### src/rtl/led_pulse_stretcher.sv
// Stretches 1-cycle event strobes into LED blinks with a guaranteed on-time and off-gap.
// Events arriving while a blink is in progress are queued in a saturating counter and replayed.
module led_pulse_stretcher #(
  parameter int ON_CYCLES  = 4194303,
  parameter int OFF_CYCLES = 4194303,
  parameter int PEND_BITS  = 4
) (
  input  logic                 clk,
  input  logic                 reset,
  input  logic                 trigger,
  output logic                 led,
  output logic                 busy,
  output logic [PEND_BITS-1:0] pending,
  output logic                 overflow
);

  localparam int MAX_C = (ON_CYCLES > OFF_CYCLES) ? ON_CYCLES : OFF_CYCLES;
  localparam int TW    = $clog2(MAX_C + 1);

  localparam logic [1:0] S_IDLE = 2'd0;
  localparam logic [1:0] S_ON   = 2'd1;
  localparam logic [1:0] S_GAP  = 2'd2;

  localparam logic [TW-1:0]        ON_LOAD  = TW'(ON_CYCLES - 1);
  localparam logic [TW-1:0]        OFF_LOAD = TW'(OFF_CYCLES - 1);
  localparam logic [TW-1:0]        T_ONE    = TW'(1);
  localparam logic [PEND_BITS-1:0] PEND_ONE = PEND_BITS'(1);
  localparam logic [PEND_BITS-1:0] PEND_MAX = '1;

  logic [1:0]           r_state;
  logic [TW-1:0]        r_timer;
  logic [PEND_BITS-1:0] r_pending;
  logic                 r_overflow;
  logic                 r_led;
  logic                 r_busy;

  logic [1:0]           w_state_nxt;
  logic [TW-1:0]        w_timer_nxt;
  logic [PEND_BITS-1:0] w_pend_nxt;
  logic                 w_ovf_nxt;
  logic                 w_enq;

  always_comb begin
    w_state_nxt = r_state;
    w_timer_nxt = r_timer;
    w_pend_nxt  = r_pending;
    w_ovf_nxt   = r_overflow;
    w_enq       = 1'b0;
    case (r_state)
      S_IDLE: begin
        if (trigger) begin
          w_state_nxt = S_ON;
          w_timer_nxt = ON_LOAD;
        end
      end
      S_ON: begin
        w_enq = trigger;
        if (r_timer == '0) begin
          w_state_nxt = S_GAP;
          w_timer_nxt = OFF_LOAD;
        end else begin
          w_timer_nxt = r_timer - T_ONE;
        end
      end
      S_GAP: begin
        if (r_timer != '0) begin
          w_enq       = trigger;
          w_timer_nxt = r_timer - T_ONE;
        end else if (r_pending != '0) begin
          // Dequeue one event; a trigger this same cycle replaces it, so no saturation check.
          w_state_nxt = S_ON;
          w_timer_nxt = ON_LOAD;
          if (!trigger) w_pend_nxt = r_pending - PEND_ONE;
        end else if (trigger) begin
          w_state_nxt = S_ON;
          w_timer_nxt = ON_LOAD;
        end else begin
          w_state_nxt = S_IDLE;
        end
      end
      default: begin
        w_state_nxt = S_IDLE;
        w_timer_nxt = '0;
      end
    endcase
    if (w_enq) begin
      if (r_pending == PEND_MAX) w_ovf_nxt = 1'b1;
      else                       w_pend_nxt = r_pending + PEND_ONE;
    end
  end

  always_ff @(posedge clk) begin
    if (reset) begin
      r_state    <= S_IDLE;
      r_timer    <= '0;
      r_pending  <= '0;
      r_overflow <= 1'b0;
      r_led      <= 1'b0;
      r_busy     <= 1'b0;
    end else begin
      r_state    <= w_state_nxt;
      r_timer    <= w_timer_nxt;
      r_pending  <= w_pend_nxt;
      r_overflow <= w_ovf_nxt;
      r_led      <= (w_state_nxt == S_ON);
      r_busy     <= (w_state_nxt != S_IDLE);
    end
  end

  assign led      = r_led;
  assign busy     = r_busy;
  assign pending  = r_pending;
  assign overflow = r_overflow;

endmodule

### config.mk
export PLATFORM = sky130hd
export DESIGN_NAME = led_pulse_stretcher
export DESIGN_NICKNAME = d
export VERILOG_FILES = /design/src/rtl/led_pulse_stretcher.sv
export SDC_FILE = /design/constraint.sdc
export NUM_CORES = 1
export LEC_CHECK = 0
export BUFFER_PORTS_ARGS = -buffer_cell sky130_fd_sc_hd__buf_2
export CAP_MARGIN = 40
export CORE_MARGIN = 2
export CORE_UTILIZATION = 50
export CTS_CLUSTER_SIZE = 10
export DETAILED_ROUTE_END_ITERATION = 10
export PLACE_DENSITY = 0.71
export SLEW_MARGIN = 20
export SYNTH_ARGS = -nofsm -noshare
export SYNTH_HDL_FRONTEND = slang
export SYNTH_SLANG_ARGS = --single-unit
export TNS_END_PERCENT = 5
### constraint.sdc
create_clock -name clk -period 4.5 [get_ports clk]
set_input_delay 0.45 -clock clk [delete_from_list [all_inputs] [get_ports clk]]
set_output_delay 0.45 -clock clk [all_outputs]
set_load 0.01 [all_outputs]
==> reports/metrics.yaml <==
p_sw_share_pct: 33.22
die_w_um: 65.88
place_inst: 289
r2r_slack_ps: 1700
crit_chain: "inv_1 > ha_1 > or3b_1 > nor3_1 > a31o_2 > nand2_2 > a311oi_1 > a211oi_1"
p_comb_share_pct: 23.6
seq_power_share_pct: 47.0
start_util_pct: 52.29
crit_slowest_cell: "nor3_1"
reg2regPathDepth: 8
dp_hpwl_mm: 3.040
stdcell_count: 297
slew_headroom_pct: 51.96
clk_pin_slew_worst_paths_ps: 70
critical_path_class: "register to register"
layout_common_cells: "dfxtp_1, o21ai_0, a21oi_1, nand2_1, nor2_1"
hold_buffers: 0
numCtsBuffers: 5
p_switching_mw: 0.2370
syn_avg_cell_area_um2: 7.688
nNetsFinal: 258
critPathBufInv: 1
cts_num_sinks: 31
worst_setup_path_end_kind: "register"
firstDrtPassIters: 4
min_path_type: "primary input to register"
crit_path_max_incr_delay_ps: 640
die_y_um: 65.88
reg2reg_from: "r_timer[0]"
path_delay_family: "simple AND/OR/NAND/NOR gates"
cp_max_fo: 19
wl_per_cell_um: 14.77
gr-total-overflow: 0
fin_hold_ws_ps: 407.7
syn_nets: 259
cts_tree: "built"
synth_warnings: 0
leakage_nw: 0.7396
use_met2_pct: 34.85
final_cell_area_um2: 2032
final_core_util_pct: 55.50
ant_nets: 0
async_flop_share_pct: 0
grtUsageMet3_pct: 3.578
synthCells: 249
grt_pass1_vias: 1612
hold_viol: 0
final_common_cell: "dfxtp_1"
post-route-min-period_ps: 2801
worst_slew_pin_slew_ps: 715.1
clock_path_buffers: 2
drv_slew: 0
p_clk_share_pct: 29.5
place_ws_ps: 1755
fin_skew_ps: 5.546
ys_seq_area_share_pct: 32.42
antenna_found_initial: 0
intPower_mw: 0.4766
tns_ps: 0
grt-busiest-layer: "met2"
synth_edf_count: 0
finalCritPeriodShare_pct: 62.25
power_mw: 0.7136
synthDistinctLibCells: 48
rsz0062_at_grt: "false"
synthToLayoutAreaGrowth_pct: 6.144
place_area_um2: 1951
htreeDepth: 2
met1_usage_pct: 31.13
critPathArrivalTime_ps: 2950
critPathLaunchType: "register"
endpoint: "r_timer[8]"
avgViaCountPerCell: 6.121
cts_resized: 0
place.gp.congestion: 0.8223
fmax_mhz: 357.0
syn_area_um2: 1914
routed-via-count: 1818
grt_max_degree: 27
maxCapViolCount: 0
postCtsSetupRepairBufs: 0
port_buffers: 9
fp.coreArea_um2: 3661
dieArea_um2: 4340
grt_pass1_wl_mm: 7.631
fp-row-count: 22
synth-main-ff-cell: "dfxtp_1"
n_fill_cell: 352
drc: 0
io_pins: 10
finalSetupViolCount: 0
r2r_end: "r_timer[8]"
path_depth: 8
clk_latency_ps: 280
setup_ws_ps: 1699
critPathLaunch: "r_timer[0]"
grt.total_usage_pct: 22.54
max-vdd-ir-drop_mv: 0.1735
p_per_area_nw_per_um2: 351.2
synth-seq-cells: 31
drive_gt1_share_pct: 10.44
required_ps: 4650
outcome: "finished clean"
dr.first_iter.drc_count: 145
root_buffer: "clkbuf_8"
n_antenna_cell: 0
routed_wl_mm: 4.388
## sequential cells by signal, indices dropped and copies added (netlist names)
register  count
r_timer      22
pending       4
r_state       2
busy          1
led           1
overflow      1
## routing by layer
layer / share of wire (%) / routed length, um / up-vias
met5: 0 / 0 / -
met4: 1.6 / 70 / 0
li1: - / - / 912
met3: 4.5 / 196 / 7
met1: 49 / 2153 / 860
met2: 45 / 1968 / 39
## worst min path at each step
stage | startpoint | to | slack (ps) | depth (start not counted)
after CTS | reset | pending[2] | 400 | 2
final | reset | overflow | 410 | 2
after global placement | overflow | overflow | 450 | 2
after detailed placement | overflow | overflow | 460 | 2
after floorplan | r_timer[10] | r_timer[10] | 470 | 2
after global routing | reset | pending[2] | 430 | 2
## cell usage after synthesis (all sizes together) (4+ instances only)
cell,count,area [um^2]
dfxtp,31,620.6
o21ai,29,148.9
a21oi,24,120.1
nand2,23,88.84
nor2,12,45.04
nor3,12,71.32
clkbuf,11,41.29
inv,11,41.29
ha,7,87.58
buf,6,27.53
nor4,6,52.55
xnor2,6,52.55
a311oi,5,43.79
a31oi,5,31.28
nand3,5,25.02
or3,5,36.28
xor2,5,43.79
nand4,4,25.02
o22ai,4,25.02
## cell type report
| class | instances | area, um^2 | share of cell area, % |
|---|---|---|---|
| Clock buffer | 7 | 76.32 | 3.756 |
| Clock inverter | 1 | 5.005 | 0.2463 |
| Inverter | 11 | 41.29 | 2.032 |
| Multi-Input combinational cell | 190 | 1184 | 58.25 |
| Sequential cell | 31 | 620.6 | 30.54 |
| Tap cell | 48 | 60.06 | 2.956 |
| Timing Repair Buffer | 9 | 45.04 | 2.217 |
## power groups by stage
stage	combinational (mW)	sequential, mW	clock [mW]
floorplan	0.135	0.336	0
global placement	0.164	0.340	0
global route	0.192	0.340	0.226
detailed placement	0.167	0.341	0
CTS	0.168	0.335	0.215
finish	0.168	0.335	0.210
## cell families after synthesis
kind of cell             share of synthesized area (%)
buffers and inverters                            5.752
AND/OR/NAND/NOR                                  26.08
XOR/XNOR                                         5.033
flip-flops                                       32.42
AO/OA/AOI/OAI                                    26.14
adder cells (fa/ha/maj)                          4.575
No activity file was read; power rests on OpenSTA's default activity.
